<file path="src/rtl/input_index_dispatcher_pkg.sv">
// Shared types and defaults for the input-layer index dispatcher.
package input_index_dispatcher_pkg;

    localparam int unsigned NUM_GROUPS_DEF = 4;
    localparam int unsigned IDX_W_DEF      = 10;
    localparam int unsigned CNT_W_DEF      = 10;
    localparam int unsigned TIMEOUT_DEF    = 1024;

    localparam logic TRUE  = 1'b1;
    localparam logic FALSE = 1'b0;

    typedef enum logic [1:0] {
        ST_IDLE     = 2'd0,
        ST_FETCH    = 2'd1,
        ST_WAIT_ACK = 2'd2,
        ST_FINISH   = 2'd3
    } disp_state_e;

    // Watchdog counter width; it only has to reach TIMEOUT_CYCLES-1.
    function automatic int unsigned wd_width(input int unsigned cycles);
        return (cycles > 1) ? $clog2(cycles) : 1;
    endfunction

endpackage

</file>
<file path="src/rtl/input_index_dispatcher_if.sv">
// Queue-side and group-side signals of the index dispatcher.
interface input_index_dispatcher_if
    import input_index_dispatcher_pkg::*;
#(
    parameter int unsigned NUM_GROUPS = NUM_GROUPS_DEF,
    parameter int unsigned IDX_W      = IDX_W_DEF,
    parameter int unsigned CNT_W      = CNT_W_DEF
);
    logic                  outputs_ready;
    logic                  queue_empty;
    logic [IDX_W-1:0]      index_in;
    logic                  dequeue;
    logic                  index_valid;
    logic [IDX_W-1:0]      index_out;
    logic [NUM_GROUPS-1:0] grp_ack;
    logic                  frame_done;
    logic [CNT_W-1:0]      active_count;
    logic                  timeout_err;
    logic                  busy;

    modport master (
        input  outputs_ready, queue_empty, index_in, grp_ack,
        output dequeue, index_valid, index_out, frame_done, active_count, timeout_err, busy
    );

    modport slave (
        output outputs_ready, queue_empty, index_in, grp_ack,
        input  dequeue, index_valid, index_out, frame_done, active_count, timeout_err, busy
    );
endinterface

</file>
<file path="src/rtl/input_index_dispatcher_ack_collector.sv">
// Sticky per-group ack mask; all_acked includes acks arriving this cycle.
module input_index_dispatcher_ack_collector
    import input_index_dispatcher_pkg::*;
#(
    parameter int unsigned NUM_GROUPS = NUM_GROUPS_DEF
) (
    input  logic                  clk,
    input  logic                  rst_n,
    input  logic                  clear_i,
    input  logic                  en_i,
    input  logic [NUM_GROUPS-1:0] ack_i,
    output logic                  all_acked_c_o
);
    logic [NUM_GROUPS-1:0] mask_q;
    logic [NUM_GROUPS-1:0] mask_d;

    always_comb begin
        mask_d = mask_q;
        if (clear_i) begin
            mask_d = '0;
        end else if (en_i) begin
            mask_d = mask_q | ack_i;
        end
    end

    always_ff @(posedge clk or negedge rst_n) begin
        if (!rst_n) begin
            mask_q <= '0;
        end else begin
            mask_q <= mask_d;
        end
    end

    assign all_acked_c_o = en_i && ((mask_q | ack_i) == {NUM_GROUPS{TRUE}});

endmodule

</file>
<file path="src/rtl/input_index_dispatcher.sv">
// Drains the input index queue per frame and broadcasts each index to all
// hidden-layer groups, advancing once every group has acked it.
module input_index_dispatcher
    import input_index_dispatcher_pkg::*;
#(
    parameter int unsigned NUM_GROUPS     = NUM_GROUPS_DEF,
    parameter int unsigned IDX_W          = IDX_W_DEF,
    parameter int unsigned CNT_W          = CNT_W_DEF,
    parameter int unsigned TIMEOUT_CYCLES = TIMEOUT_DEF
) (
    input  logic                      clk,
    input  logic                      reset,
    input_index_dispatcher_if.master  bus
);
    localparam int unsigned    WD_W    = wd_width(TIMEOUT_CYCLES);
    localparam logic [WD_W-1:0] WD_LAST = WD_W'(TIMEOUT_CYCLES - 1);
    localparam logic            WD_EN   = (TIMEOUT_CYCLES != 0);

    disp_state_e      state_q, state_d;
    logic             rdy_q;
    logic [IDX_W-1:0] index_q, index_d;
    logic [CNT_W-1:0] cnt_q, cnt_d;
    logic             terr_q, terr_d;
    logic [WD_W-1:0]  wd_q, wd_d;
    logic             frame_done_q;
    logic             index_valid_q;
    logic             busy_q;

    logic start_c;
    logic ack_en_c;
    logic ack_clear_c;
    logic all_acked_c;
    logic dequeue_c;

    assign start_c  = bus.outputs_ready && !rdy_q;
    assign ack_en_c = (state_q == ST_WAIT_ACK);

    input_index_dispatcher_ack_collector #(
        .NUM_GROUPS (NUM_GROUPS)
    ) u_ack_collector (
        .clk           (clk),
        .rst_n         (reset),
        .clear_i       (ack_clear_c),
        .en_i          (ack_en_c),
        .ack_i         (bus.grp_ack),
        .all_acked_c_o (all_acked_c)
    );

    // Next-state logic; completion takes priority over watchdog expiry.
    always_comb begin
        state_d     = state_q;
        index_d     = index_q;
        cnt_d       = cnt_q;
        terr_d      = terr_q;
        wd_d        = '0;
        ack_clear_c = FALSE;
        dequeue_c   = FALSE;
        case (state_q)
            ST_IDLE: begin
                if (start_c) begin
                    state_d     = ST_FETCH;
                    cnt_d       = '0;
                    terr_d      = FALSE;
                    ack_clear_c = TRUE;
                end
            end
            ST_FETCH: begin
                if (bus.queue_empty) begin
                    state_d = ST_FINISH;
                end else begin
                    index_d   = bus.index_in;
                    dequeue_c = TRUE;
                    state_d   = ST_WAIT_ACK;
                end
            end
            ST_WAIT_ACK: begin
                if (all_acked_c) begin
                    ack_clear_c = TRUE;
                    cnt_d       = (cnt_q == {CNT_W{TRUE}}) ? cnt_q : cnt_q + CNT_W'(1);
                    state_d     = ST_FETCH;
                end else if (WD_EN && (wd_q == WD_LAST)) begin
                    ack_clear_c = TRUE;
                    terr_d      = TRUE;
                    state_d     = ST_FINISH;
                end else begin
                    wd_d = wd_q + WD_W'(1);
                end
            end
            ST_FINISH: begin
                state_d = ST_IDLE;
            end
            default: begin
                state_d = ST_IDLE;
            end
        endcase
    end

    always_ff @(posedge clk or negedge reset) begin
        if (!reset) begin
            state_q       <= ST_IDLE;
            rdy_q         <= FALSE;
            index_q       <= '0;
            cnt_q         <= '0;
            terr_q        <= FALSE;
            wd_q          <= '0;
            frame_done_q  <= FALSE;
            index_valid_q <= FALSE;
            busy_q        <= FALSE;
        end else begin
            state_q       <= state_d;
            rdy_q         <= bus.outputs_ready;
            index_q       <= index_d;
            cnt_q         <= cnt_d;
            terr_q        <= terr_d;
            wd_q          <= wd_d;
            frame_done_q  <= (state_d == ST_FINISH);
            index_valid_q <= (state_d == ST_WAIT_ACK);
            busy_q        <= (state_d != ST_IDLE);
        end
    end

    // The pop must coincide with FETCH, so dequeue is decoded from state.
    assign bus.dequeue      = dequeue_c;
    assign bus.index_valid  = index_valid_q;
    assign bus.index_out    = index_q;
    assign bus.frame_done   = frame_done_q;
    assign bus.active_count = cnt_q;
    assign bus.timeout_err  = terr_q;
    assign bus.busy         = busy_q;

endmodule
</file>
<file path="src/flat_wrapper.sv">
// flat-port wrapper written by rule: the top's interface ports become plain ports
module input_index_dispatcher_flat import input_index_dispatcher_pkg::*;
#(
    parameter int unsigned NUM_GROUPS     = NUM_GROUPS_DEF,
    parameter int unsigned IDX_W          = IDX_W_DEF,
    parameter int unsigned CNT_W          = CNT_W_DEF,
    parameter int unsigned TIMEOUT_CYCLES = TIMEOUT_DEF
)
  (clk, reset, bus_outputs_ready, bus_queue_empty, bus_index_in, bus_grp_ack, bus_dequeue, bus_index_valid, bus_index_out, bus_frame_done, bus_active_count, bus_timeout_err, bus_busy);
  input_index_dispatcher_if #(.NUM_GROUPS(NUM_GROUPS), .IDX_W(IDX_W), .CNT_W(CNT_W)) bus_i ();
  input  logic clk;
  input  logic reset;
  input wire logic [$bits(bus_i.outputs_ready)-1:0] bus_outputs_ready;
  input wire logic [$bits(bus_i.queue_empty)-1:0] bus_queue_empty;
  input wire logic [$bits(bus_i.index_in)-1:0] bus_index_in;
  input wire logic [$bits(bus_i.grp_ack)-1:0] bus_grp_ack;
  output wire logic [$bits(bus_i.dequeue)-1:0] bus_dequeue;
  output wire logic [$bits(bus_i.index_valid)-1:0] bus_index_valid;
  output wire logic [$bits(bus_i.index_out)-1:0] bus_index_out;
  output wire logic [$bits(bus_i.frame_done)-1:0] bus_frame_done;
  output wire logic [$bits(bus_i.active_count)-1:0] bus_active_count;
  output wire logic [$bits(bus_i.timeout_err)-1:0] bus_timeout_err;
  output wire logic [$bits(bus_i.busy)-1:0] bus_busy;
  assign bus_i.outputs_ready = bus_outputs_ready;
  assign bus_i.queue_empty = bus_queue_empty;
  assign bus_i.index_in = bus_index_in;
  assign bus_i.grp_ack = bus_grp_ack;
  assign bus_dequeue = bus_i.dequeue;
  assign bus_index_valid = bus_i.index_valid;
  assign bus_index_out = bus_i.index_out;
  assign bus_frame_done = bus_i.frame_done;
  assign bus_active_count = bus_i.active_count;
  assign bus_timeout_err = bus_i.timeout_err;
  assign bus_busy = bus_i.busy;
  input_index_dispatcher #(.NUM_GROUPS(NUM_GROUPS), .IDX_W(IDX_W), .CNT_W(CNT_W), .TIMEOUT_CYCLES(TIMEOUT_CYCLES)) u_core (.clk(clk), .reset(reset), .bus(bus_i));
endmodule
</file>
<file path="config.mk">
export PLATFORM = sky130hd
export DESIGN_NAME = input_index_dispatcher_flat
export DESIGN_NICKNAME = d
export VERILOG_FILES = /design/src/rtl/input_index_dispatcher_pkg.sv /design/src/rtl/input_index_dispatcher_if.sv /design/src/rtl/input_index_dispatcher_ack_collector.sv /design/src/rtl/input_index_dispatcher.sv /design/src/flat_wrapper.sv
export SDC_FILE = /design/constraint.sdc
export NUM_CORES = 1
export LEC_CHECK = 0
export BUFFER_PORTS_ARGS = -buffer_cell sky130_fd_sc_hd__buf_2
export CAP_MARGIN = 20
export CORE_ASPECT_RATIO = 0.7
export CORE_MARGIN = 3
export CORE_UTILIZATION = 55
export DETAILED_ROUTE_END_ITERATION = 8
export PLACE_DENSITY = 0.78
export SLEW_MARGIN = 20
export SYNTH_ARGS = -nofsm -noshare
export SYNTH_HDL_FRONTEND = slang
export SYNTH_SLANG_ARGS = --single-unit
</file>
<file path="constraint.sdc">
create_clock -name clk -period 2.4 [get_ports clk]
set_input_delay 0.36 -clock clk [delete_from_list [all_inputs] [get_ports clk]]
set_output_delay 0.36 -clock clk [all_outputs]
set_load 0.1 [all_outputs]
</file>
* After elaboration in Yosys (flattened, before gate mapping)
Cells that the tools add are included. Widths: inputs -> output; s select.
Word-level totals: flip-flop bits (word level) 41, output and inout port bits 25, logic and storage cells 61, input port bits 18
Operators by class: bitwise operators 2, mux-type cells 24, reduce and logical (&&, ||, !) cells 10, add/subtract/negate cells 2, eq/ne operators 13
Operator list (count):
- $mux 10 | 6
- $add 10x1->10 const B | 2
- $eq 10x10->1 const B | 2
- $pmux 10 s2 | 1
- $mux 1 | 9
- $eq 2x2->1 const B | 4
- $mux 4 | 2
- $pmux 2 s4 | 1
- $reduce_and 4->1 | 2
- $mux 2 | 3
- $ne 2x1->1 const B | 3
- $reduce_bool 2->1 | 3
- $eq 4x4->1 const B | 1
- $ne 2x2->1 const B | 2
- $or 4x4->4 | 1
- $pmux 1 s2 | 2
- $eq 2x1->1 const B | 1
- $logic_and 1x1->1 | 2
- $logic_not 2->1 | 1
- $reduce_and 2->1 | 1
- $logic_not 1->1 | 1
- $not 1->1 | 1

* Longest topological paths before layout
Gate-level depths: netlist (run 1).
depth in word-level cells 6, depth in mapped cells 6, mapped depth without buffers 5

* Modules after synthesis
A second synthesis (run 1) with hierarchy kept.
Second synthesis, totals: cell total of the unflattened synthesis 171, area total of the unflattened synthesis 1874.3 sq um
By module, submodules not included:
- input_index_dispatcher | times used 1, seq. area each 925.9 sq um, cells each 155, area an instance 1714.1 sq um
- input_index_dispatcher_ack_collector | times used 1, seq. area each 100.1 sq um, cells each 16, area an instance 160.2 sq um

* Least setup slack after synthesis (run 1)
OpenSTA, ideal clock, no wires.
path kind register to register, from register u_core.cnt_q[0], in the netlist u_core.bus.active_count[0], to register u_core.cnt_q[9], in the netlist u_core.bus.active_count[9], arrival time 2.207 ns, path slack 0.112 ns, required time 2.319 ns, setup time 0.081 ns, stages on the path, launching flop included 6, period minus slack after synthesis 2.288 ns, path buffers 0, path through dfrtp_1 -> ha_1 -> nand2_1 -> or4_4 -> o2111a_1 -> nor3_2
On the way: word-level cells in the longest chain between the ends 4, elaborated cells between the ends (all ways) 7, those cells by class add/sub (1); eq/ne (2); mux (3); reduce/logical (1)
RTL lines:
- start: declaration | RTL line input_index_dispatcher.sv:22 | logic [CNT_W-1:0] cnt_q, cnt_d;
- start signal: assignment | RTL line input_index_dispatcher.sv:113 | cnt_q <= cnt_d;
- $add 10x1->10 | RTL line input_index_dispatcher.sv:79 | cnt_d = (cnt_q == {CNT_W{TRUE}}) ? cnt_q : cnt_q + CNT_W'(1);
- $mux 10 | RTL line input_index_dispatcher.sv:79
- $mux 10 | RTL line input_index_dispatcher.sv:77 | if (all_acked_c) begin
- $pmux 10 s2 | RTL line input_index_dispatcher.sv:58 | case (state_q)
Several ways; a longest one is shown, not always the timed one. The select of a mux whose other input is x is not followed. A chain may end at the register's enable or synchronous reset.

* Final worst setup path (run 1)
from register u_core.state_q[1], to register u_core.cnt_q[5], in the netlist u_core.bus.active_count[5]
On the way: word-level cells in the longest chain between the ends 4, elaborated cells between the ends (all ways) 9, those cells by class eq/ne (4); mux (1); reduce/logical (4)
RTL lines:
- start: declaration | RTL line input_index_dispatcher.sv:19 | disp_state_e state_q, state_d;
- start signal: assignment | RTL line input_index_dispatcher.sv:110 | state_q <= state_d;
- $eq 2x2->1 | RTL line input_index_dispatcher.sv:36, input_index_dispatcher.sv:58
- $logic_and 1x1->1 | RTL line input_index_dispatcher_ack_collector.sv:34 | assign all_acked_c_o = en_i && ((mask_q | ack_i) == {NUM_GROUPS{TRUE}});
- $ne 2x1->1 (no source line)
- $reduce_and 4->1 (no source line)
Several ways; a longest one is shown, not always the timed one.

==> flow_metrics.py, run 1 <==
metrics = {
    "placed_design": {
        "dpl.hpwl_um": 2870,
        "placed_cells": 239,
        "io_buffers": 42,
        "dp_slack_ns": 0.469,
        "routabilityCongestion": 0.930,
    },
    "yosys": {
        "ys.flop_type": "dfrtp_1",
        "synth_area_leaders": "dfrtp_1, mux2_2, xor2_1, nand2_1, nor2_1",
        "synth-seq-cells": 41,
        "syn_area_um2": 1850,
        "avgSynthCellArea_um2": 11.3,
        "seq_area_frac_synth_pct": 55.6,
        "synth_edf_count": 0,
        "synth_nets": 183,
        "yosys.cell_types.count": 40,
        "yosys.area.top_type_share_pct": 55.6,
        "yosys.area.top_type": "dfrtp_1",
        "synthCells": 163,
        "synth.yosys.warnings": 0,
        "async_flop_share_pct": 100,
    },
    "setup_path": {
        "cp_top_family": "simple AND/OR/NAND/NOR gates",
        "cp_slowest_stage_delay_ns": 0.56,
        "crit_type": "flip-flop to flip-flop",
        "worstPathMaxFanout": 10,
        "crit_required_ns": 2.61,
        "r2r_end": "u_core.bus.active_count[5]",
        "ff2ff_setup_slack_ns": 0.42,
        "critical_path.cell_chain": "nor2b_1, nand4_1, or4_1, a21oi_1",
        "cp-start-kind": "flip-flop",
        "reg2reg_depth": 4,
        "cp_slowest_cell": "nor2b_1",
        "endpoint_kind": "flip-flop",
        "critPathBufInv": 0,
        "reg2reg_from": "u_core.state_q[1]",
        "arrival_ns": 2.19,
    },
    "global_routing": {
        "grt_overflow": 0,
        "grt_max_degree": 42,
        "first_global_vias": 1469,
        "antenna_found_initial": 0,
        "grt_use_total_pct": 22.8,
        "grt_pass1_wl_um": 6820,
    },
    "layout": {
        "area_growth_pct": 18.3,
        "nFillCells": 214,
        "postLayoutCoreUtil_pct": 72.8,
        "finalNetCount": 230,
        "drive_gt1_share_pct": 31.1,
        "layout_common_cells": "buf_2, dfrtp_1, nand2_1",
        "layoutNonFillerInstCount": 245,
        "n_antenna_cell": 0,
    },
    "timing": {
        "final.period_utilization_pct": 82.7,
        "hold_slack_ns": 0.193,
        "rsz0062_at_grt": "false",
        "skew_ns": 0.00458,
        "finalHoldViolCount": 0,
        "timing.setup.tns_ns": 0,
        "slew_headroom_pct": 41.0,
        "worst_slack_ns": 0.416,
        "max_freq_mhz": 504,
        "setup_viol": 0,
        "maxSlewViolCount": 0,
        "tightest_slew_ns": 0.885,
        "min_period_ns": 1.98,
    },
    "detailed_routing": {
        "first_pass_iters": 4,
        "antenna_left": 0,
        "drt_iter0_drc": 87,
        "drc_errors": 0,
        "route.vias.total": 1449,
        "detail_route.wl_per_cell_um": 16.2,
        "routed_wirelength_um": 3980,
        "viasPerCell": 5.91,
    },
    "clocking": {
        "post_cts_resized": 0,
        "clk_pin_slew_ns": 0.07,
        "cts_sinks": 41,
        "postCtsSetupBuffers": 0,
        "cts_max_level": 2,
        "clk_path_buf_depth": 2,
        "clock_latency_ns": 0.28,
        "root_buffer": "clkbuf_8",
        "tritoncts": "done",
        "ctsHoldBuffers": 0,
        "cts_buffers": 5,
    },
    "power_and_ir_drop": {
        "p_per_area_nw_per_um2": 1330,
        "leakagePower_nw": 1.06,
        "ir_drop_uv": 1610,
    },
    "floorplanning": {
        "coreArea_um2": 3000,
        "die_w_um": 75.3,
        "die_area_um2": 4100,
        "io_pins": 43,
        "start_util_pct": 61.5,
        "fp.dieH_um": 54.5,
        "row_count": 16,
    },
    "run": {
        "cap_violations": 0,
    },
    "outcome": {
        "status": "finished, final reports clean",
    },
    "hold_path": {
        "worstHoldPathType": "input port to asynchronous set/reset pin",
    },
}
## flip-flops by register name, indices dropped and copies added (netlist names)
| name | cells |
|---|---|
| u_core.bus.active_count | 10 |
| u_core.bus.index_out | 10 |
| u_core.wd_q | 10 |
| u_core.u_ack_collector.mask_q | 4 |
| u_core.state_q | 2 |
| u_core.bus.busy | 1 |
| u_core.bus.frame_done | 1 |
| u_core.bus.index_valid | 1 |
| u_core.bus.timeout_err | 1 |
| u_core.rdy_q | 1 |
## cells by family (layout without fill, tap and decap cells)
group,Yosys count,in the layout,share of synthesized area [%]
compound gates,24,24,8.60
xor+xnor,8,8,3.79
fa+ha+maj,2,2,1.35
buf+inv,7,53,1.76
flops,41,41,55.6
mux,14,14,8.27
simple gates,67,67,20.7
## cells in the mapped netlist (all sizes together) (2+ instances only)
cell type	count
dfrtp	41
xnor2	2
a21oi	8
nand3	8
o22ai	2
mux2i	4
nand2b	3
o31ai	2
buf	3
nand4	6
nor2	11
and3	3
ha	2
nand2	14
xor2	6
o22a	2
inv	3
mux2	10
nor3	9
o21ai	4
and4	3
or4	3
## worst max-delay path by stage
stage	from	endpoint	slack (ns)	cells after the start
final	u_core.state_q[1]	u_core.bus.active_count[5]	0.42	4
after detailed placement	u_core.state_q[1]	u_core.bus.active_count[5]	0.47	4
after CTS	u_core.state_q[1]	u_core.bus.active_count[5]	0.47	4
after global placement	u_core.state_q[1]	u_core.bus.active_count[5]	0.62	4
after global routing	u_core.state_q[1]	u_core.bus.active_count[5]	0.29	4
after floorplan	u_core.bus.active_count[0]	u_core.bus.active_count[9]	0.11	5
## through the flow
step	power, mW	instance area [µm²]
global route	3.04	2180
detailed placement	2.50	2110
finish	2.90	2180
global placement	2.45	2110
CTS	2.91	2180
floorplan	2.22	1850
## cell type report
| type | instances | area, µm² | share of cell area [%] |
|---|---|---|---|
| sequential | 41 | 1030 | 47.0 |
| multi-input combinational | 115 | 788 | 36.1 |
| timing repair buffer | 44 | 240 | 11.0 |
| clock buffer | 5 | 68.8 | 3.15 |
| tap | 36 | 45.0 | 2.06 |
| inverter | 3 | 11.3 | 0.515 |
| clock inverter | 1 | 5.00 | 0.229 |
## report_power, final
group          switching, mW  internal, mW
sequential             0.126         0.870
clock                  0.218         0.191
combinational           1.21         0.290
## worst register-to-register path, stage by stage, from the launching register on
cell and delay, ns:
dfrtp_1 0.45, nor2b_1 0.56, nand4_1 0.27, or4_1 0.45, a21oi_1 0.17
## routing by layer
layer	GRT usage [%]	part of all wire [%]	vias to the layer above
li1	-	-	689
met1	30.1	46	698
met2	36.6	46	58
met3	6.42	6.8	4
met4	7.56	0.58	0
met5	0	0	-
(Power assumes the default switching activity.)
==> run 2, diff against run 1 <==
--- a/config.mk
+++ b/config.mk
@@ -9,9 +9,9 @@
 export CAP_MARGIN = 20
 export CORE_ASPECT_RATIO = 0.7
 export CORE_MARGIN = 3
-export CORE_UTILIZATION = 55
+export CORE_UTILIZATION = 53
 export DETAILED_ROUTE_END_ITERATION = 8
-export PLACE_DENSITY = 0.78
+export PLACE_DENSITY = 0.76
 export SLEW_MARGIN = 20
 export SYNTH_ARGS = -nofsm -noshare
 export SYNTH_HDL_FRONTEND = slang
==> constraint.sdc (replaced) <==
create_clock -name clk -period 1.96 [get_ports clk]
set_input_delay 0.294 -clock clk [delete_from_list [all_inputs] [get_ports clk]]
set_output_delay 0.294 -clock clk [all_outputs]
set_load 0.1 [all_outputs]
==> run 2 against run 1 <==
Against the previous run:
- routed wire length is 0.96% lower
- die area is 3.4% higher
- non-clock buffer count is 5 higher
- flip-flop and latch count stayed put
- global-route usage is 3.1 points lower
- combinational power is 25% higher
- via count is 3.2% higher
- count of clock-buffer cells in the layout is 3 higher
- clock skew is 0.00079 ns lower
- first-iteration DRC count is 3.4% higher
- cell count is 7.3% higher
- critical path depth is 1 higher
- largest cell class unchanged
- highest routed layer unchanged
==> flow_metrics.py, run 2 (synthesis gave the netlist of run 1 again) <==
metrics = {
    "hold_path": {
        "worstHoldPathType": "input port to flip-flop",
        "min_from": "bus_outputs_ready",
    },
    "timing": {
        "worst_slack_ns": 0.153,
        "tightest_slew_ns": 0.667,
        "setup_viol": 0,
        "final.period_utilization_pct": 92.2,
        "skew_ns": 0.00380,
        "finalHoldViolCount": 0,
        "timing.setup.tns_ns": 0,
        "rsz0062_at_grt": "false",
        "maxSlewViolCount": 0,
        "max_freq_mhz": 553,
        "slew_headroom_pct": 55.1,
        "min_period_ns": 1.81,
    },
    "power_and_ir_drop": {
        "sw_frac_of_total_pct": 52.8,
        "internal_power_mw": 1.70,
        "ir_drop_uv": 1250,
        "power_frac_comb_pct": 51.9,
        "switchingPower_mw": 1.90,
        "seqPwrFrac_pct": 33.7,
        "leakagePower_nw": 1.06,
        "p_per_area_nw_per_um2": 1600,
        "pwr-share-clk_pct": 14.4,
    },
    "layout": {
        "layout_commonest_cell": "buf_2",
        "nFillCells": 272,
        "regArea_um2": 1040,
        "layoutNonFillerInstCount": 263,
        "n_antenna_cell": 0,
        "drive_gt1_share_pct": 36.1,
        "area_growth_pct": 22.2,
        "final_cell_area_um2": 2260,
        "finalNetCount": 235,
        "layout_common_cells": "buf_2, dfrtp_1, nand2_1",
        "multi_input_area_um2": 788,
    },
    "floorplanning": {
        "die_w_um": 76.6,
        "row_count": 17,
        "start_util_pct": 57.1,
        "coreArea_um2": 3230,
        "fp.dieH_um": 55.4,
        "die_area_um2": 4240,
        "io_pins": 43,
    },
    "setup_path": {
        "startpoint": "u_core.state_q[1]",
        "endpoint_kind": "output port",
        "cp_slowest_stage_delay_ns": 0.45,
        "reg2reg_from": "u_core.bus.active_count[0]",
        "crit_required_ns": 1.67,
        "critical_path.cell_chain": "inv_1, nand2_1, nor2_1, buf_4, buf_12",
        "arrival_ns": 1.51,
        "cp-start-kind": "flip-flop",
        "worstPathMaxFanout": 11,
        "cp_slowest_cell": "dfrtp_1",
        "crit_type": "flip-flop to output port",
    },
    "clocking": {
        "post_cts_resized": 0,
        "cts_max_level": 2,
        "clk_path_buf_depth": 2,
        "ctsHoldBuffers": 1,
        "postCtsSetupBuffers": 0,
        "clock_latency_ns": 0.29,
        "cts_buffers": 5,
        "clk_pin_slew_ns": 0.07,
        "root_buffer": "clkbuf_8",
        "tritoncts": "done",
        "cts_sinks": 41,
    },
    "global_routing": {
        "grt_use_total_pct": 19.7,
        "grt_max_degree": 19,
        "antenna_found_initial": 0,
        "first_global_vias": 1452,
        "grt_overflow": 0,
        "grt_pass1_wl_um": 6710,
    },
    "detailed_routing": {
        "first_pass_iters": 4,
        "route.vias.total": 1496,
        "drt_iter0_drc": 90,
        "viasPerCell": 5.69,
        "detail_route.wl_per_cell_um": 15.0,
        "antenna_left": 0,
        "drc_errors": 0,
        "routed_wirelength_um": 3940,
    },
    "placed_design": {
        "io_buffers": 42,
        "dp_slack_ns": 0.293,
        "placed_cells": 254,
        "dpl.hpwl_um": 2980,
        "routabilityCongestion": 0.838,
        "placement.cell_area_um2": 2170,
    },
    "run": {
        "cap_violations": 0,
    },
    "outcome": {
        "status": "finished, final reports clean",
    },
}
run 2: cell count changes in the layout (fill, tap and decap cells not counted):
cell	change
dfrtp_2	+10
clkinv_2	-1
buf_4	+4
dfrtp_1	-10
clkbuf_1	+3
dlygate4sd3_1	+1
run 2: layout make-up:
class	instances	area share, %
sequential	41	46.0
multi-input combinational	115	34.9
timing repair buffer	49	12.4
clock buffer	8	3.55
tap	47	2.61
inverter	3	0.499
run 2: final timing paths:
kind	slack, ns	end	depth (start not counted)
max	0.15	bus_dequeue	5
min	0.13	u_core.rdy_q	1
max reg2reg	0.27	u_core.bus.active_count[3]	5
min reg2reg	0.49	u_core.wd_q[0]	1
max in group asynchronous	0.96	u_core.bus.active_count[0]	3
min in group asynchronous	0.43	u_core.bus.busy	2
run 2: per-layer routing:
| metal | wire (µm) | global-route usage (%) | up-vias |
|---|---|---|---|
| met4 | 35 | 4.91 | 0 |
| met2 | 1790 | 31.2 | 59 |
| met1 | 1810 | 26.4 | 729 |
| met3 | 307 | 6.51 | 6 |
| li1 | - | - | 702 |
| met5 | 0 | 0 | - |
run 2: worst max-delay path: cells and delay by family (launching register included):
| family | cells | cell delay [ns] |
|---|---|---|
| and+or+nand+nor | 2 | 0.26 |
| DFF | 1 | 0.45 |
| buffers and inverters | 3 | 0.51 |
run 2: power groups by stage:
stage,clock [mW],combinational (mW),sequential [mW]
after floorplan,0,0.456,2.27
after global placement,0,1.84,1.21
after detailed placement,0,1.87,1.23
after CTS,0.524,1.88,1.22
after global routing,0.561,1.96,1.25
final,0.520,1.87,1.22
run 2: per-stage QoR:
stage / total power [mW] / hold slack [ns] / utilization [%]
CTS: 3.62 / 0.141 / 69.8
floorplan: 2.73 / -0.00159 / -
global route: 3.76 / 0.137 / 69.8
detailed placement: 3.10 / 0.212 / 67.0
global placement: 3.05 / 0.211 / 67.0
finish: 3.61 / 0.135 / 69.8
==> run 3, diff against run 2 <==
--- a/config.mk
+++ b/config.mk
@@ -5,14 +5,15 @@
 export SDC_FILE = /design/constraint.sdc
 export NUM_CORES = 1
 export LEC_CHECK = 0
-export BUFFER_PORTS_ARGS = -buffer_cell sky130_fd_sc_hd__buf_2
 export CAP_MARGIN = 20
 export CORE_ASPECT_RATIO = 0.7
 export CORE_MARGIN = 3
-export CORE_UTILIZATION = 53
+export CORE_UTILIZATION = 55
 export DETAILED_ROUTE_END_ITERATION = 8
-export PLACE_DENSITY = 0.76
+export DONT_BUFFER_PORTS = 1
+export PLACE_DENSITY = 0.7
 export SLEW_MARGIN = 20
 export SYNTH_ARGS = -nofsm -noshare
 export SYNTH_HDL_FRONTEND = slang
 export SYNTH_SLANG_ARGS = --single-unit
+export TNS_END_PERCENT = 1
==> run 3 against run 2 <==
Against the previous run:
- maximum frequency is 2.8% higher
- clock power is 52% higher
- worst hold slack worse by 0.10 ns
- total power is 4.5% higher
- final area is 2.7% lower
- count of clock-buffer cells in the layout is 3 lower
- global-route usage is 2.3 points higher
- largest power group is now registers
==> flow_metrics.py, run 3 (synthesis gave the netlist of run 1 again) <==
metrics = {
    "setup_path": {
        "worstPathMaxFanout": 5,
        "cp-start-kind": "flip-flop",
        "reg2reg_from": "u_core.wd_q[0]",
        "startpoint": "u_core.wd_q[0]",
        "crit_type": "flip-flop to flip-flop",
        "crit_required_ns": 2.11,
        "endpoint_kind": "flip-flop",
        "arrival_ns": 1.91,
    },
    "global_routing": {
        "antenna_found_initial": 0,
        "grt_overflow": 0,
        "grt_use_total_pct": 21.9,
        "grt_pass1_wl_um": 6580,
        "grt_max_degree": 42,
        "first_global_vias": 1344,
    },
    "timing": {
        "hold_slack_ns": 0.0303,
        "finalHoldViolCount": 0,
        "max_freq_mhz": 568,
        "min_period_ns": 1.76,
        "skew_ns": 0.00356,
        "setup_viol": 0,
        "maxSlewViolCount": 0,
        "slew_headroom_pct": 39.1,
        "tightest_slew_ns": 0.914,
        "rsz0062_at_grt": "false",
        "timing.setup.tns_ns": 0,
        "final.period_utilization_pct": 89.7,
    },
    "clocking": {
        "clock_latency_ns": 0.29,
        "tritoncts": "done",
        "root_buffer": "clkbuf_8",
        "cts_max_level": 2,
        "clk_pin_slew_ns": 0.08,
        "cts_buffers": 5,
        "clk_path_buf_depth": 2,
        "cts_sinks": 41,
        "postCtsSetupBuffers": 0,
    },
    "layout": {
        "drive_gt1_share_pct": 28.5,
        "area_growth_pct": 18.9,
        "finalNetCount": 205,
        "layout_common_cells": "dfrtp_1, buf_4, nand2_1",
        "postLayoutCoreUtil_pct": 73.1,
        "layout_commonest_cell": "dfrtp_1",
        "layoutNonFillerInstCount": 222,
        "final_cell_area_um2": 2200,
        "n_antenna_cell": 0,
    },
    "floorplanning": {
        "die_w_um": 75.3,
        "start_util_pct": 61.5,
        "coreArea_um2": 3000,
        "row_count": 16,
        "fp.dieH_um": 54.5,
        "die_area_um2": 4100,
        "io_pins": 43,
    },
    "detailed_routing": {
        "drc_errors": 0,
        "viasPerCell": 6.27,
        "routed_wirelength_um": 4120,
        "antenna_left": 0,
        "first_pass_iters": 4,
        "drt_iter0_drc": 113,
        "route.vias.total": 1391,
        "detail_route.wl_per_cell_um": 18.5,
    },
    "power_and_ir_drop": {
        "leakagePower_nw": 0.975,
        "ir_drop_uv": 1460,
        "p_per_area_nw_per_um2": 1720,
    },
    "placed_design": {
        "routabilityCongestion": 0.837,
        "placed_cells": 212,
        "dpl.hpwl_um": 3000,
        "placement.cell_area_um2": 2030,
        "io_buffers": 0,
    },
    "hold_path": {
        "min_from": "bus_outputs_ready",
        "worstHoldPathType": "input port to flip-flop",
    },
    "outcome": {
        "status": "finished, final reports clean",
    },
    "run": {
        "cap_violations": 0,
    },
}
==> run 3: report_power, final <==
group          total (mW)  internal (mW)  switching [mW]
combinational       0.975          0.314           0.661
clock               0.790          0.506           0.284
sequential           2.00           1.05           0.955
total                3.77           1.87            1.90
==> run 3: timing repair <==
action,4_1_cts,5_1_grt
setup endpoints to repair,0,2
hold endpoints to repair,41,0
hold buffers,2,0
resized for setup,0,1
==> run 3: worst paths after layout <==
| kind | to | slack [ns] | depth (start not counted) |
|---|---|---|---|
| worst min-delay path | u_core.rdy_q | 0.03 | 0 |
| worst min register to register | u_core.wd_q[0] | 0.48 | 1 |
| min in group asynchronous | u_core.rdy_q | 0.48 | 2 |
| max in group asynchronous | u_core.bus.active_count[1] | 1.27 | 2 |
| worst max-delay path | u_core.u_ack_collector.mask_q[3] | 0.20 | 5 |
| worst max register to register | u_core.u_ack_collector.mask_q[3] | 0.20 | 5 |
==> run 3: layout make-up <==
type / instances / area (µm²)
Fill cell: 206 / 807
Multi-Input combinational cell: 115 / 797
Tap cell: 36 / 45.0
Clock buffer: 5 / 68.8
Clock inverter: 3 / 65.1
Sequential cell: 41 / 1040
Inverter: 3 / 11.3
Timing Repair Buffer: 19 / 170
==> run 3: metrics by stage <==
step                      total power, mW  setup slack (ns)
after floorplan                      2.73          0.000234
after global placement               2.92             0.263
after detailed placement             2.97             0.190
after CTS                            3.77             0.134
after global routing                 3.92            0.0584
final                                3.77             0.201
==> run 3: per-layer routing <==
metal  part of all wire [%]  wire length (µm)  up-vias  track usage, %
met2                     44              1820       69            32.5
met1                     44              1810      676            30.4
met3                     11               459        4            9.17
met4                   0.61                25        0            4.36
li1                       -                 -      642               -
met5                      0                 0        -               0
==> run 3: critical path, cell delays in order (launching register included) <==
cell and delay (ns):
dfrtp_1 0.38, ha_1 0.18, and3_1 0.26, nand4_1 0.22, a21oi_1 0.44, nor3_1 0.15
